[config.mk]
export PLATFORM = sky130hd
export DESIGN_NAME = mux_arb_rr
export DESIGN_NICKNAME = d
export VERILOG_FILES = /design/src/rtl/mux_arb_pkg.sv /design/src/rtl/rr_arbiter.sv /design/src/rtl/mux_arb_rr.sv
export SDC_FILE = /design/constraint.sdc
export NUM_CORES = 1
export LEC_CHECK = 0
export BUFFER_PORTS_ARGS = -buffer_cell sky130_fd_sc_hd__buf_2
export CAP_MARGIN = 20
export CORE_UTILIZATION = 41
export CTS_CLUSTER_SIZE = 16
export DETAILED_ROUTE_END_ITERATION = 10
export GPL_ROUTABILITY_DRIVEN = 0
export GPL_TIMING_DRIVEN = 0
export PLACE_DENSITY = 0.85
export SYNTH_ARGS = -nofsm -noshare
export SYNTH_HDL_FRONTEND = slang
export SYNTH_SLANG_ARGS = --single-unit
[constraint.sdc]
create_clock -name CLK -period 3.3 [get_ports CLK]
set_input_delay 0 -clock CLK [delete_from_list [all_inputs] [get_ports CLK]]
set_output_delay 0 -clock CLK [all_outputs]
set_load 0.02 [all_outputs]
[src/rtl/mux_arb_pkg.sv]
// Shared types for the round-robin channel mux: FSM state encoding and select-width helper.
// No logic, so no latency.
// No handshake, so no backpressure.
package mux_arb_pkg;

   typedef enum logic {
      ST_EMPTY = 1'b0,
      ST_FULL  = 1'b1
   } state_t;

   // Select width never collapses to zero, so a single-channel build still has a 1-bit out_sel.
   function automatic int sel_width(input int n);
      return (n > 1) ? $clog2(n) : 1;
   endfunction

endpackage

[src/rtl/rr_arbiter.sv]
// Round-robin arbiter: one-hot grant to the first requester after the last accepted channel.
// Grant is combinational from req; last_grant advances one cycle after an accepted beat.
// The arbiter has no stall of its own: the caller withholds advance until the beat is accepted.
module rr_arbiter #(
   parameter int NUM_IN = 4,
   parameter int SEL_W  = 2
) (
   input  logic              CLK,
   input  logic              RST_N,
   input  logic [NUM_IN-1:0] req,
   input  logic              advance,
   output logic [NUM_IN-1:0] grant,
   output logic [SEL_W-1:0]  grant_idx
);

   logic [SEL_W-1:0] last_grant;
   logic [SEL_W-1:0] cand;
   logic             found;

   // Scan last_grant+1 .. last_grant+NUM_IN so the previous winner has lowest priority.
   always_comb begin
      grant     = '0;
      grant_idx = '0;
      cand      = '0;
      found     = 1'b0;
      for (int k = 1; k <= NUM_IN; k++) begin
         cand = SEL_W'((int'(last_grant) + k) % NUM_IN);
         if (!found && req[cand]) begin
            found       = 1'b1;
            grant[cand] = 1'b1;
            grant_idx   = cand;
         end
      end
   end

   always_ff @(posedge CLK or negedge RST_N) begin
      if (!RST_N) begin
         last_grant <= SEL_W'(NUM_IN - 1);
      end else if (advance) begin
         last_grant <= grant_idx;
      end
   end

endmodule

[src/rtl/mux_arb_rr.sv]
// NUM_IN-channel valid/ready mux, round-robin arbitrated, one registered output beat (MUX_ARB_FORCE_SEL_EN adds a fixed-select override).
// Latency 1 cycle in->out; 1 beat/cycle with out_ready held high, drain and refill in the same cycle.
// Backpressure: while the held beat is stalled (out_valid && !out_ready) every in_ready is 0.
module mux_arb_rr
   import mux_arb_pkg::*;
#(
   parameter  int WIDTH  = 32,
   parameter  int NUM_IN = 4,
   localparam int SEL_W  = sel_width(NUM_IN)
) (
   input  logic                    CLK,
   input  logic                    RST_N,
   input  logic [NUM_IN*WIDTH-1:0] in_data,
   input  logic [NUM_IN-1:0]       in_valid,
   output logic [NUM_IN-1:0]       in_ready,
`ifdef MUX_ARB_FORCE_SEL_EN
   input  logic                    force_en,
   input  logic [SEL_W-1:0]        force_sel,
`endif
   output logic [WIDTH-1:0]        out_data,
   output logic                    out_valid,
   input  logic                    out_ready,
   output logic [SEL_W-1:0]        out_sel
);

   state_t            state;
   logic [NUM_IN-1:0] arb_grant;
   logic [SEL_W-1:0]  arb_idx;
   logic [NUM_IN-1:0] grant;
   logic [SEL_W-1:0]  sel_idx;
   logic [WIDTH-1:0]  sel_data;
   logic              load;
   logic              accept;
   logic              advance;

   rr_arbiter #(
      .NUM_IN (NUM_IN),
      .SEL_W  (SEL_W)
   ) u_arb (
      .CLK       (CLK),
      .RST_N     (RST_N),
      .req       (in_valid),
      .advance   (advance),
      .grant     (arb_grant),
      .grant_idx (arb_idx)
   );

`ifdef MUX_ARB_FORCE_SEL_EN
   // Forced select never falls back to round-robin; an out-of-range index matches no channel.
   always_comb begin
      grant   = '0;
      sel_idx = arb_idx;
      if (force_en) begin
         sel_idx = force_sel;
         for (int i = 0; i < NUM_IN; i++) begin
            if (force_sel == SEL_W'(i) && in_valid[i]) grant[i] = 1'b1;
         end
      end else begin
         grant = arb_grant;
      end
   end
   assign advance = accept && !force_en;
`else
   assign grant   = arb_grant;
   assign sel_idx = arb_idx;
   assign advance = accept;
`endif

   assign load     = !out_valid || out_ready;
   assign accept   = RST_N && load && (|grant);
   assign in_ready = (RST_N && load) ? grant : '0;

   always_comb begin
      sel_data = '0;
      for (int i = 0; i < NUM_IN; i++) begin
         if (grant[i]) sel_data = in_data[i*WIDTH +: WIDTH];
      end
   end

   always_ff @(posedge CLK or negedge RST_N) begin
      if (!RST_N) begin
         state     <= ST_EMPTY;
         out_valid <= 1'b0;
         out_data  <= '0;
         out_sel   <= '0;
      end else begin
         case (state)
            ST_EMPTY: begin
               if (accept) begin
                  state     <= ST_FULL;
                  out_valid <= 1'b1;
                  out_data  <= sel_data;
                  out_sel   <= sel_idx;
               end
            end
            ST_FULL: begin
               if (out_ready) begin
                  if (accept) begin
                     out_data <= sel_data;
                     out_sel  <= sel_idx;
                  end else begin
                     state     <= ST_EMPTY;
                     out_valid <= 1'b0;
                  end
               end
            end
            default: begin
               state     <= ST_EMPTY;
               out_valid <= 1'b0;
            end
         endcase
      end
   end

endmodule
==> metrics.txt, run 1 <==
worst-path fanout max=10; Flop pwr share=approximately 17%; synthesized net count=530; DRC Markers=0; worst setup path endpoint=out_data[17]; core area=about 7000 um2; Die Width=88.3 um; via density per instance=approximately 5.6; r2r setup slk=0.17 ns; worst reg2reg startpoint=u_arb.last_grant[0]; GR Overflow Total=0; CTS Buf Count=5; reg2reg path depth=10; DRT antenna net count=0; n_diodes=0; leading area contributor after synthesis=dfrtp_1; CTS tree=done; WS Path Type=register to register; first-pass GRT wire length=16900 um; CP endpoint kind=register; Fin. Hold Viols=0; worst slew pin tran=approximately 0.94 ns; vias in the first global route=3698; CP arrival=3.35 ns; area grow syn2layout=48.7%; DR WL/cell=15.9 um; final wirelength=11100 um; global route hottest layer=met2; #FFs+latches synth=38; Lkg Pwr=about 2.1 nW; Setup-failing EPs final=0; GRT Total Usage=27.7%; status=completed; Max-cap violations=0; Final Max Tran Viols=0; unrepaired setup endpoints after global routing=false; Starting Density=42.4%; met1 Use GR=32.3%; cell count after synthesis=387; met3 Usage GRT=approximately 4.7%; clk root buf=clkbuf_8; max_slew headroom=37.4%; Peak VDD IR=0.000658 V; Min-Delay Startpoint=out_ready; Sw Pwr=0.00286 W; initial antenna violation count=0; Mapped Area=between 3000 and 4000 um2; Net Sw Frac=roughly 55%; r2r endpoint=out_data[17]; Setup crit start kind=register; Synth top area share=between 20 and 30%; skew final=0.00252 ns; max incr delay on CP=0.54 ns; clock sink count=38; met2 Usage GRT=51.2%; num rows=31; worst path cell trace=buf_4 > inv_1 > ha_4 > mux4_2 > nand2b_2 > o21ai_2 > a221o_1 > clkbuf_1 > nand2_1 > a31oi_1; worst-case clock buffer depth=2; Clk Latency, worst-skew pair=0.29 ns; hold crit path type=input pin to register; clock group share of total power=under 10%; Setup crit start=u_arb.last_grant[0]; PortBufs=172; setup_tns=0 ns; Synth area leaders=dfrtp_1 (29%), o221ai_1 (9.2%), nor3b_1 (8.6%); final-stage net count=742; Die Ht=between 80 and 90 um; largest net degree at the start of global routing=40; sequential fraction of the synthesis area=31.2%; Int Power=0.00238 W; Final Util=roughly 63%; Avg Cell Area, Syn=7.90 um2; Max Freq=about 320 MHz; Period minus WS final=3.13 ns; post-synth cell types=38; power per cell area=about 1200 nW/um2; die area=7800 um2; I/O Pins=174; total number of vias=3906; CP max-delay cell=dfstp_2; Ys Warns=0; Logic pwr share=about 77%; CP required=3.51 ns; Hold Path Cell Cnt=4; Final period util=94.9%; DP HPWL=7700 um; 1st-iter DRT viols=265; H-tree depth=2; Pre-antenna DRT Iters=5; layout cells sized above 1=38.2%; CTS clk-pin slew, worst paths=0.08 ns
-- how the worst min path moves through the flow --
stage / end / slack [ns]
after floorplan: out_data[0] / -0.30
after global placement: out_data[2] / 0.17
after detailed placement: out_data[2] / 0.18
after CTS: out_valid / 0.004
after global routing: state / 0.05
final: out_valid / 0.02
-- worst max-delay path, delay by kind of cell (launching register included) --
family / cells / cell delay [ns]
and+or+nand+nor: 2 / 0.39
AOI/OAI and AO/OA: 3 / 0.68
adders and majority gates: 1 / 0.34
DFF: 1 / 0.54
buffers and inverters: 3 / 0.74
muxes: 1 / 0.36
-- cell type report --
type                       instances  area [um2]
clock buffer                       7        86.3
multi-input combinational        275        1820
timing repair buffer             206        1200
fill                             648        2670
tap                               99         124
inverter                          41         154
clock inverter                     1        5.00
sequential                        38         953
buffer                            32         201
-- logic make-up (layout without fill, tap and decap cells) --
group	count (synthesis)	count (layout)	synth area share (%)
adders and majority gates	8	8	3.28
AOI/OAI and AO/OA	123	123	29.0
DFF	38	38	31.2
buffers and inverters	74	287	10.8
muxes	4	4	2.21
and+or+nand+nor	140	140	23.5
-- power by group through the flow --
stage / sequential (W) / combinational (W) / clock, W
final: 0.000887 / 0.00401 / 0.000340
after global routing: 0.000908 / 0.00440 / 0.000368
after CTS: 0.000881 / 0.00394 / 0.000352
after detailed placement: 0.000904 / 0.00378 / 0
after global placement: 0.000892 / 0.00367 / 0
after floorplan: 0.00116 / 0.00242 / 0
-- per-stage QoR --
step | instance area (um2) | setup slack [ns] | instances | hold WS (ns) | total power [W]
after floorplan | 3060 | 0.161 | 387 | -0.296 | 0.00358
after global placement | 4040 | -0.280 | 658 | 0.167 | 0.00456
after detailed placement | 4040 | -0.367 | 658 | 0.184 | 0.00468
after CTS | 4520 | 0.116 | 699 | 0.00382 | 0.00518
after global routing | 4540 | 0.0204 | 699 | 0.0524 | 0.00567
final | 4540 | 0.168 | 699 | 0.0154 | 0.00524
-- flip-flops by register name, summed over array words and instances, names as in the netlist --
signal / flops
out_data: 32
out_sel: 2
out_valid: 1
state: 1
u_arb.last_grant: 2
-- metal layers --
metal | vias to the layer above | routed length [um]
met5 | - | 0
met3 | 28 | 810
li1 | 1814 | -
met4 | 0 | 248
met2 | 217 | 5560
met1 | 1847 | 4520
-- cells in the final DEF, fill, tap and decap left out, types with 3 or more instances in the layout --
master,synthesis,routed
a21oi_1,5,5
a221oi_4,2,3
a31oi_1,32,32
buf_2,12,179
buf_4,2,7
buf_6,4,5
clkbuf_1,15,5
clkbuf_2,0,10
clkbuf_8,0,6
dfrtp_1,36,36
dlygate4sd3_1,0,33
ha_1,8,7
inv_1,41,41
nand2_1,47,47
nand2b_1,5,5
nor2_1,41,41
nor3b_1,35,35
o21ai_0,37,37
o21ai_1,5,3
o21ai_2,2,4
o221ai_1,32,32
-- synthesized netlist by cell type --
master     number
and3b_1         1
nor2b_1         2
buf_6           4
nand2_2         1
a221o_1         1
nor3_1          1
a31oi_1        32
o221ai_1       32
a32oi_2         1
a21oi_1         5
o2bb2ai_1       2
a221oi_2        1
o21ai_0        37
nand2b_2        1
nor3_2          1
nor4_1          1
nor3b_1        35
mux2_1          2
mux4_2          2
nand2b_1        5
dfstp_2         2
nand3_1         1
a41oi_1         1
ha_1            8
nor4b_1         1
o21ai_1         5
nor2_1         41
nand2_1        47
a221oi_4        2
dfrtp_1        36
or3_1           1
buf_2          12
clkbuf_1       15
inv_1          41
buf_4           2
nor3_4          1
o21ai_2         2
a41oi_2         2
-- what timing repair did --
action | CTS | global route
gates cloned | 0 | 0
gates resized for setup | 18 | 9
setup endpoints to repair | 41 | 30
endpoints found under the hold margin | 68 | 0
hold buffers | 33 | 0
buffers inserted | 1 | 0
Note: power is estimated with default switching activity, not from simulation.
==> run 2, diff against run 1 <==
CAP_MARGIN = not set   (was 20)
MAX_ROUTING_LAYER = met4   (was not set)
==> run 2 against run 1 <==
- die area unchanged
- sequential power about the same
- critical path type unchanged
- hold slack got worse by 0.0043 ns
- largest cell class unchanged
- utilization unchanged
- clock power increased by 1%
==> metrics.txt, run 2 (same netlist as run 1, synthesis figures left out) <==
worst slew pin tran=0.919 ns (-0.0212 ns); DRC Markers=0 (unchanged); Die Width=88.3 um (unchanged); multi-input gate area in the final layout=1820 um2 (unchanged); worst reg2reg startpoint=u_arb.last_grant[0]; Placed Cells=658 (unchanged); core area=7210 um2 (unchanged); vias in the first global route=3675 (-0.62%); area grow syn2layout=48.7% (unchanged); H-tree depth=2 (unchanged); CP endpoint kind=register; clk root buf=clkbuf_8; Peak VDD IR=0.000661 V (+0.52%); CTS tree=done; Post-Layout Cell Count=699 (unchanged); r2r setup slk=0.16 ns (about the same); unrepaired setup endpoints after global routing=false; commonest non-fill, non-tap cells in the layout=buf_2 (179), nand2_1 (47), inv_1 (41), nor2_1 (41), o21ai_0 (37); DP HPWL=7700 um (unchanged); final wirelength=11200 um (+0.31%); Setup-failing EPs final=0 (unchanged); Hold Path Cell Cnt=4 (unchanged); skew final=0.00330 ns (+0.000779 ns); final-stage net count=742 (unchanged); Max Freq=319 MHz (-0.15%); Fin. Hold Viols=0 (unchanged); status=completed; die area=7800 um2 (unchanged); r2r endpoint=out_data[6]; power per cell area=1160 nW/um2 (+0.15%); commonest non-fill, non-tap cell in the layout=buf_2; 1st-iter DRT viols=311 (+17%); DRT antenna net count=0 (unchanged); max FFs per register=32 (unchanged); Starting Density=42.4% (unchanged); Final period util=95.1% (+0.14 points); layout cells sized above 1=38.2% (unchanged); biggest regs=out_data (32), out_sel (2), u_arb.last_grant (2); Setup crit start kind=register; CTS clk-pin slew, worst paths=0.08 ns (about the same); num rows=31 (unchanged); clock sink count=38 (unchanged); Final Max Tran Viols=0 (unchanged); GR Overflow Total=0 (unchanged); GRT Total Usage=28.6% (+0.93 points); largest net degree at the start of global routing=40 (unchanged); CP required=3.51 ns (about the same); CP arrival=3.35 ns (about the same); hold crit path type=input pin to register; Filler Cell Count=648 (unchanged); final worst slack=0.163 ns (-0.00470 ns); n_diodes=0 (unchanged); DR WL/cell=16.0 um (+0.31%); sequential cell area=953 um2 (unchanged); PortBufs=172 (unchanged); via density per instance=5.58 (-0.13%); Max-cap violations=0 (unchanged); first-pass GRT wire length=16900 um (+0.20%); initial antenna violation count=0 (unchanged); total number of vias=3901 (-0.13%); Top reg by flops=out_data; Pre-antenna DRT Iters=5 (unchanged); pre-CTS setup slack=-0.367 ns (unchanged); Lkg Pwr=2.13 nW (unchanged); worst-case clock buffer depth=2 (unchanged); Die Ht=88.3 um (unchanged); worst-path fanout max=10 (unchanged); Min-Delay Startpoint=out_ready; CTS Buf Count=5 (unchanged); WHS Endpoint=out_valid; max_slew headroom=38.8% (+1.4 points); I/O Pins=174 (unchanged); Period minus WS final=3.14 ns (+0.00470 ns); WS Path Type=register to register; Clk Latency, worst-skew pair=0.30 ns (about the same); reg2reg path depth=12 (+2)
==> run 2: cell counts in the layout (fill, tap and decap cells not counted) <==
No cell type changed its count.
==> run 2: final cells by class <==
type                            count  share of cell area, %
Multi-Input combinational cell    275                   40.1
Timing Repair Buffer              206                   26.4
Sequential cell                    38                   21.0
Buffer                             32                   4.43
Inverter                           41                   3.39
Tap cell                           99                   2.73
Clock buffer                        7                   1.90
Clock inverter                      1                  0.110
==> run 2: how the worst max path moves through the flow <==
stage,cells past startpoint,end,slack (ns),start
floorplan,11,out_sel[0],0.16,u_arb.last_grant[0]
global route,11,out_data[1],0.02,u_arb.last_grant[0]
detailed placement,12,out_data[14],-0.37,u_arb.last_grant[0]
global placement,12,out_data[23],-0.28,u_arb.last_grant[0]
CTS,12,out_data[8],0.12,u_arb.last_grant[0]
finish,12,out_data[6],0.16,u_arb.last_grant[0]
==> run 2: routing by layer <==
metal,wire (um),track usage [%]
met5,0,-
met3,861,4.29
met1,4500,32.8
met2,5570,51.0
met4,240,9.38
==> run 2: per-stage QoR <==
step	hold WS [ns]	setup TNS, ns	cell area [um2]	total power, W	utilization [%]
floorplan	-0.296	0	3060	0.00358	-
global placement	0.167	-8.16	4040	0.00456	56.0
detailed placement	0.184	-10.43	4040	0.00468	56.0
CTS	0.00382	0	4520	0.00518	62.7
global route	0.0524	0	4540	0.00568	63.0
finish	0.0112	0	4540	0.00525	63.0
==> run 2: what timing repair did <==
item                                   CTS  global route
pin swaps                                0             0
cloned                                   0             0
buffers inserted                         1             0
hold buffers                            33             0
resized for setup                       18             9
endpoints found under the hold margin   68             0
setup endpoints to repair               41            30
==> run 2: worst max-delay path: stages, from the launching register on <==
cell and delay [ns]:
dfstp_2 0.54, buf_4 0.16, inv_1 0.14, ha_4 0.34, mux4_2 0.36, nand2b_2 0.27
o21ai_2 0.22, a221oi_4 0.10, a41oi_2 0.32, buf_6 0.19, buf_4 0.19, nor2_1 0.05
a31oi_1 0.16
==> run 2: power by group <==
part | switching, W | internal [W]
clock network | 0.000176 | 0.000169
logic | 0.00255 | 0.00147
registers | 0.000147 | 0.000740
total | 0.00287 | 0.00238
==> run 3, diff against run 2 <==
ABC_AREA = 1   (was not set)
CORE_MARGIN = 8   (was not set)
==> run 3 against run 2 <==
- routed wire length increased by 5.8%
- final area decreased by 4.8%
- sequential share of layout area increased by 1.1 points
- clock-buffer cell count unchanged
- hold slack got worse by 0.0032 ns
- highest routed layer unchanged
==> metrics.txt, run 3 <==
status=completed; Setup crit start=u_arb.last_grant[0]; reg2reg path depth=15 (+3); EDFF count, synth=0 (unchanged); hold crit path type=input pin to register; area grow syn2layout=37.7%; r2r setup slk=0.46 ns (+0.30 ns); Final period util=86.0% (-9.1 points); sequential fraction of the synthesis area=30.3% (-0.86 points); Mapped Area=3140 um2 (+2.8%); GRT Total Usage=22.4% (-6.3 points); GR Overflow Total=0 (unchanged); H-tree depth=2 (unchanged); Synth top area share=31.1% (+1.6 points); DRT antenna net count=0 (unchanged); unrepaired setup endpoints after global routing=false; #FFs+latches synth=38 (unchanged); Filler Cell Count=735 (+13%); worst-case clock buffer depth=2 (unchanged); num rows=32 (+3.2%); I/O Pins=174 (unchanged); worst reg2reg startpoint=u_arb.last_grant[0]; Die Width=104 um (+17%); first-pass GRT wire length=19700 um (+16%); 1st-iter DRT viols=197 (-37%); hold slack=0.00794 ns (-0.00324 ns); CTS clk-pin slew, worst paths=0.08 ns (about the same); DP HPWL=9120 um (+18%); via density per instance=5.00 (-10%); Max Freq=352 MHz (+11%); power per cell area=1360 nW/um2 (+18%); FFs w/ async S/R, synth=100% (unchanged); Lkg Pwr=2.71 nW (+27%); Final Max Tran Viols=0 (unchanged); Period minus WS final=2.84 ns (-0.299 ns); final wirelength=11800 um (+5.8%); cell count after synthesis=517 (+34%); WS Path Type=register to register; post-synth cell types=26 (-32%); worst-path fanout max=10 (unchanged); worst slew pin tran=0.903 ns (-0.0159 ns); layout cells sized above 1=32.1% (-6.1 points); Hold-fix buffers, CTS=10 (-70%); Synth top cells by count=nand2_1 (260), a21oi_1 (66), inv_1 (42), nand3_1 (41), dfrtp_1 (36); Die Ht=104 um (+17%); Fin. Hold Viols=0 (unchanged); setup_tns=0 ns (unchanged); total number of vias=4047 (+3.7%); Ys Warns=0 (unchanged); CTS tree=done; Max-cap violations=0 (unchanged); count leader, synth=nand2_1; Starting Density=41.5% (-0.83 points); die area=10700 um2 (+37%); core area=7570 um2 (+4.9%); clock sink count=38 (unchanged); Pre-antenna DRT Iters=4 (-1); Setup crit start kind=register; synthesized net count=660 (+25%); commonest non-fill, non-tap cells in the layout=nand2_1 (260), buf_2 (191), a21oi_1 (66); DRC Markers=0 (unchanged); n_diodes=0 (unchanged); vias in the first global route=4291 (+17%); post-CTS sizing=0 (-18); Clk Latency, worst-skew pair=0.29 ns (about the same); CP arrival=3.02 ns (-0.33 ns); Peak VDD IR=0.000687 V (+3.9%); Avg Cell Area, Syn=6.08 um2 (-23%); postcts setup bufs=0 (-1); initial antenna violation count=0 (unchanged); commonest non-fill, non-tap cell in the layout=nand2_1; max FFs per register=32 (unchanged); biggest regs=out_data (32), out_sel (2), u_arb.last_grant (2); Synth area leaders=nand2_1 (31%), dfrtp_1 (29%), a21oi_1 (11%); worst setup path endpoint=out_data[30]; commonest register cell after synthesis=dfrtp_1; CTS Buf Count=5 (unchanged); largest net degree at the start of global routing=40 (unchanged); skew final=0.00477 ns (+0.00147 ns); Setup-failing EPs final=0 (unchanged); DR WL/cell=14.6 um (-8.7%); CP required=3.48 ns (-0.03 ns); max_slew headroom=39.8% (+1.1 points); final-stage net count=850 (+15%); leading area contributor after synthesis=nand2_1; CP endpoint kind=register; r2r endpoint=out_data[30]; clk root buf=clkbuf_8; Top reg by flops=out_data; PortBufs=173 (+0.58%)
run 3: cell types whose count changed after synthesis, moves of 32 or more:
cell      delta
a21oi_1     +61
nor3b_1     -35
nand3_1     +40
o21ai_0     -32
nand2_1    +213
o221ai_1    -32
nor2_1      -37
run 3: logic make-up (layout without fill, tap and decap cells):
| family | count (synthesis) | after routing | share of synthesized area [%] |
|---|---|---|---|
| compound gates | 80 | 80 | 13.5 |
| flops | 38 | 38 | 30.3 |
| fa+ha+maj | 8 | 8 | 3.19 |
| simple gates | 316 | 316 | 41.1 |
| buf+inv | 75 | 266 | 11.8 |
run 3: where the power goes:
group	total (W)	switching, W	leakage [nW]	internal, W
combinational	0.00472	0.00311	2.18	0.00161
clock	0.000334	0.000165	0.0482	0.000169
sequential	0.000833	0.000135	0.480	0.000698
run 3: worst max-delay path, cell delays in order, from the launching register on:
cell      delay, ns
dfstp_2        0.64
inv_2          0.13
ha_1           0.36
inv_1          0.08
nand2_1        0.10
nand2_2        0.10
nor2_2         0.25
a21boi_1       0.16
nand3_1        0.15
buf_4          0.20
buf_2          0.25
a21oi_1        0.06
nand2_1        0.10
nand2_1        0.05
nand2_1        0.05
nand2_1        0.04
run 3: area by class of cell:
class | instances | area [um2] | share of cell area, %
Multi-Input combinational cell | 404 | 1820 | 42.0
Timing Repair Buffer | 183 | 966 | 22.3
Tap cell | 102 | 128 | 2.95
Clock inverter | 1 | 5.00 | 0.116
Buffer | 29 | 195 | 4.51
Sequential cell | 38 | 953 | 22.0
Inverter | 46 | 175 | 4.05
Clock buffer | 7 | 86.3 | 2.00
run 3: stage by stage:
step	power, W	setup WS (ns)	instance area (um2)	util (%)	cells
6_report	0.00589	0.462	4330	57.2	810
5_1_grt	0.00655	0.244	4330	57.2	810
4_1_cts	0.00588	0.477	4330	57.2	810
3_5_place_dp	0.00552	0.497	4140	54.6	792
3_3_place_gp	0.00538	0.611	4140	54.6	792
2_1_floorplan	0.00427	0.953	3140	-	517
run 3: how the worst min path moves through the flow:
stage	from	endpoint	slack, ns	cells past startpoint
after floorplan	RST_N	out_data[0]	-0.30	0
after global placement	RST_N	out_data[25]	0.16	1
after detailed placement	RST_N	out_data[26]	0.18	1
after CTS	in_data[106]	out_data[10]	0.00007	5
after global routing	in_data[110]	out_data[14]	0.02	5
final	in_data[126]	out_data[30]	0.008	5
run 3: routing by layer:
metal / up-vias / share of wire [%] / track usage, %
li1: 2001 / - / -
met1: 1804 / 42 / 24.7
met2: 218 / 49 / 39.0
met3: 24 / 8.0 / 5.02
met4: 0 / 1.5 / 7.14
met5: - / 0 / -
